**config.mk**
```make
export PLATFORM = sky130hd
export DESIGN_NAME = gray_mem_arbiter
export DESIGN_NICKNAME = d
export VERILOG_FILES = /design/src/rtl/gray_mem_arbiter.sv
export SDC_FILE = /design/constraint.sdc
export NUM_CORES = 1
export LEC_CHECK = 0
export ABC_AREA = 1
export CORE_MARGIN = 8
export CORE_UTILIZATION = 39
export CTS_BUF_LIST = sky130_fd_sc_hd__clkbuf_4 sky130_fd_sc_hd__clkbuf_8
export DETAILED_ROUTE_END_ITERATION = 8
export PLACE_DENSITY_LB_ADDON = 0.12
export SLEW_MARGIN = 10
export SYNTH_ARGS = -nofsm -noshare
export SYNTH_HDL_FRONTEND = slang
export SYNTH_SLANG_ARGS = --single-unit
```
**constraint.sdc**
```tcl
create_clock -name clk -period 2.1 [get_ports clk]
set_input_delay 0.42 -clock clk [delete_from_list [all_inputs] [get_ports clk]]
set_output_delay 0.42 -clock clk [all_outputs]
set_load 0.05 [all_outputs]
```
**src/rtl/gray_mem_arbiter.sv**
```systemverilog
// Two-client round-robin arbiter for the shared grayscale memory read port.
// A client may lock the port for a burst; MAX_LOCK bounds how long the other client waits.
module gray_mem_arbiter #(
  parameter int AW       = 14,
  parameter int DW       = 8,
  parameter int MAX_LOCK = 9
) (
  input  logic          clk,
  input  logic          reset,
  input  logic          gray_ready,
  input  logic [DW-1:0] gray_data,
  output logic          gray_req,
  output logic [AW-1:0] gray_addr,
  input  logic          c0_req,
  input  logic          c1_req,
  input  logic [AW-1:0] c0_addr,
  input  logic [AW-1:0] c1_addr,
  input  logic          c0_lock,
  input  logic          c1_lock,
  output logic          c0_gnt,
  output logic          c1_gnt,
  output logic          c0_rvalid,
  output logic          c1_rvalid,
  output logic [DW-1:0] c0_rdata,
  output logic [DW-1:0] c1_rdata
);

  typedef enum logic [1:0] {FREE, OWN0, OWN1} state_t;

  localparam logic [4:0] MAX_L = 5'(MAX_LOCK);

  state_t      state_q;
  logic        ptr_q;
  logic [3:0]  lcnt_q;
  logic [4:0]  lcnt_inc;
  logic        gnt_any;
  logic        gnt_lock;

  assign lcnt_inc = {1'b0, lcnt_q} + 5'd1;
  assign gnt_any  = c0_gnt | c1_gnt;
  assign gnt_lock = c1_gnt ? c1_lock : c0_lock;
  assign c0_rdata = gray_data;
  assign c1_rdata = gray_data;

  // An owner shuts the other client out entirely; in FREE the pointer breaks ties.
  always_comb begin
    c0_gnt = 1'b0;
    c1_gnt = 1'b0;
    if (!reset && gray_ready) begin
      unique case (state_q)
        FREE: begin
          if (c0_req && (!c1_req || !ptr_q)) c0_gnt = 1'b1;
          else if (c1_req)                   c1_gnt = 1'b1;
        end
        OWN0:    c0_gnt = c0_req;
        OWN1:    c1_gnt = c1_req;
        default: ;
      endcase
    end
  end

  always_ff @(posedge clk or posedge reset) begin
    if (reset) begin
      state_q   <= FREE;
      ptr_q     <= 1'b0;
      lcnt_q    <= 4'd0;
      gray_req  <= 1'b0;
      gray_addr <= '0;
      c0_rvalid <= 1'b0;
      c1_rvalid <= 1'b0;
    end else begin
      gray_req  <= gnt_any;
      c0_rvalid <= c0_gnt;
      c1_rvalid <= c1_gnt;
      if (gnt_any) begin
        gray_addr <= c1_gnt ? c1_addr : c0_addr;
        if (gnt_lock && (lcnt_inc < MAX_L)) begin
          state_q <= c1_gnt ? OWN1 : OWN0;
          lcnt_q  <= lcnt_inc[3:0];
        end else begin
          // Unlocked grant or watchdog expiry: hand priority to the other client.
          state_q <= FREE;
          lcnt_q  <= 4'd0;
          ptr_q   <= ~c1_gnt;
        end
      end else if (gray_ready) begin
        if ((state_q == OWN0 && !c0_req && !c0_lock) ||
            (state_q == OWN1 && !c1_req && !c1_lock)) begin
          state_q <= FREE;
          lcnt_q  <= 4'd0;
        end
      end
    end
  end

endmodule
```
==> results.md <==
- The total power draw is 2390 uW.
- After legalization and detailed placement, the total HPWL measured 2740 um.
- Counting flops with a built-in enable in the synthesized netlist gives 0.
- The clock period could shrink to 1.97 ns.
- The aggregate global routing overflow is 0.
- The tool flagged a number of max-cap violations equal to 0.
- The max-slew headroom at the worst pin is 65.2%.
- For this run, the detailed router's first-pass iteration total came to 4.
- The achievable frequency is 507 MHz.
- For the pin with the worst max-slew slack, the measured transition is 0.520 ns.
- The total standard cell area after synthesis is 0.00132 mm2.
- The flip-flop and latch count after synthesis is 24.
- The die is 74.1 um wide.
- The worst-path maximum fanout is 6.
- The via total after detailed routing is 1174.
- Routability-driven placement finished with a final weighted congestion of 0.874.
- The average wire per standard cell is 13.2 um.
- The detailed router finished its first iteration with 58 violations.
- The biggest area consumer among synthesized cells is dfrtp_1.
- Counting the fill cells in the layout gives 324.
- The nature of the critical path endpoint is an output pin.
- TritonCTS created 3 clock buffers.
- The class of the most critical setup path is in2out.
- In the synthesized netlist, the cells that appear most often are nand2_1, dfrtp_1, nor2_1.
- The synthesized instance count is 166.
- The run finished with clean final reports.
- The worst setup path is launched from an input port.
- The fraction of the cycle the final worst path needs is 94.0%.
- Registers take 601 um2.
- The final layout contains 254 nets.
- Hold is met by 0.499 ns.
- The root cell of the clock tree is clkbuf_4.
- For this design, the sink count on the clock tree is 24.
- The ratio of total power to cell area is 1290 mW/mm2.
- Counting flops with an async set or reset pin after synthesis yields a share of 100%.
- The number of nets produced by synthesis is 210.
- The vertical die dimension is 74.1 um.
- In this run the number of H-tree levels came out at 1.
- At the worst endpoint, the required time is 1.68 ns.
- The total detailed-routing wirelength is 3370 um.
- The final-report hold violation count is 0.
- The prevailing post-synth register cell is dfrtp_1.
- After clock tree synthesis, the clock-pin slew on the worst setup and hold paths is 0.12 ns.
- The most common cell in the synthesized netlist is nand2_1.
- The number of distinct library cells after synthesis is 24.
- Setup repair after global routing left no endpoint under its margin.
- At the later pin of the worst-skew pair, clock insertion delay measures 0.31 ns.
- VDD sags by at most 0.000837 V.
- The via count of the first global-routing pass was 1291.
- The detail route stage leaves a number of antenna-violating nets equal to 0.
- Using the TritonRoute via totals, the vias-per-cell ratio works out to 4.60.
- For this design, the CTS-stage hold fixing added 0 buffers.
- The maximum clock insertion buffer count is 2.
- For this design the top-level I/O count stands at 78.
- During synthesis, Yosys emitted a total of 0 warnings.
- A synthesized cell averages 7.92 um2.
- The floorplan has 21 rows.
- The class of the tightest hold or removal check is reg2reg.
- The CTS tree is built.
- The antenna diode count is 0.
- Input and output buffers added on the ports amount to 53.
- In this run the post-CTS setup repair buffer count came out at 0.
- For this run, design rule violations remaining after detail routing come to 0.
- The wire length of the first global-routing pass is 5800 um.
- The core region is 0.00328 mm2.
- In the final layout, the share of cells above drive strength 1 is 11.5%.
- The share of the synthesized area in the top cell type is 45.7%.
- Across every metal layer, demand over resource in global routing totals 13.4%.
- Entering global routing, the biggest net connects 25 pins.
- In the post-synthesis netlist, the biggest area contributors are dfrtp_1, nand2_1, buf_4.
- The synthesis-to-layout area growth is 41.4%.
- Setup total negative slack on the finished layout was measured at 0 ns.
- The post-cts sizing count is 0.
- The final setup violation count is 0.
- The share of the yosys chip area belonging to registers is 45.7%.
- The initial antenna violation count is 0.
- The setup clock skew after layout is 0.0106 ns.
- The critical path data arrival time is 1.55 ns.
- The effective utilization at floorplan is 40.0%.
- The number of pins exceeding their max-slew limit in the final report is 0.
- The static power due to leakage is 0.000825 uW.
- The die covers 0.00549 mm2.
- The multi-input combinational cells in the finished layout cover a total of 514 um2.
## power breakdown
part           internal [uW]  switching (uW)
Sequential               647             135
Clock                    193             137
Combinational            455             828
Total                   1290            1100
## metrics by stage
stage	util (%)	area, um2	setup slack (ns)	std cells
floorplan	-	1320	0.256	166
global placement	55.0	1810	0.111	251
detailed placement	55.0	1810	0.0857	251
CTS	56.6	1860	0.122	255
global route	56.6	1860	0.0488	255
finish	56.6	1860	0.126	255
## area by class of cell
type,instances,area share (%)
inverter,12,2.76
sequential,24,32.3
multi-input combinational,110,27.7
tap,46,3.10
clock buffer,3,1.21
clock inverter,1,1.62
timing repair buffer,59,31.4
## registers in the layout, indices dropped and copies added, names as in the netlist
name,cells
lcnt_q,4
c0_rvalid,1
ptr_q,1
c1_rvalid,1
gray_req,1
state_q,2
gray_addr,14
## cell usage in the layout (no fill, tap or decap)
cell type         n
o21ai_2           1
buf_4             7
dfrtp_1          24
inv_4             1
ha_1              1
inv_1             8
inv_2             2
a21oi_1          14
clkdlybuf4s50_1  51
nand2_4           1
bufinv_16         1
buf_12            1
clkbuf_4          3
nand3_1           6
nand2_1          47
nor3_1            1
nand4_1           1
nand4_2           1
clkinvlp_4        1
o21a_4            1
xnor2_1           1
nand2_2           3
o21ai_1           1
o21ai_0          12
nor2_2            1
nor2_1           18
## logic make-up after synthesis
logic type | share of synthesized area [%]
AOI/OAI and AO/OA | 12.1
adders and majority gates | 0.951
buffers and inverters | 15.2
xor gates and xnor gates | 0.666
and+or+nand+nor | 25.4
DFF | 45.7
## per-layer routing
metal | up-vias | global-route usage (%) | share of wire [%]
met5 | - | 0 | 0
met4 | 0 | 5.10 | 1.3
met3 | 6 | 5.39 | 7.6
met2 | 37 | 23.7 | 51
met1 | 537 | 13.9 | 40
li1 | 594 | - | -
## critical path, cell delays in order
cell             delay (ns)
clkdlybuf4s50_1        0.52
nand2_1                0.10
nand3_1                0.11
nand2_2                0.14
inv_2                  0.12
buf_12                 0.14
## final timing paths
check / slack, ns / to / depth (start not counted) / startpoint
min reg2reg: 0.50 / ptr_q$_DFFE_PP0P_ / 2 / ptr_q$_DFFE_PP0P_
max reg2reg: 0.56 / state_q[0]$_DFFE_PP0P_ / 8 / lcnt_q[0]$_DFFE_PP0P_
max: 0.13 / c1_gnt / 6 / c1_req
max in group asynchronous: 1.33 / c0_rvalid$_DFF_PP0_ / 3 / reset
min in group asynchronous: 0.53 / lcnt_q[0]$_DFFE_PP0P_ / 3 / reset
min: 0.50 / ptr_q$_DFFE_PP0P_ / 2 / ptr_q$_DFFE_PP0P_
No activity file was read; power rests on OpenSTA's default activity.
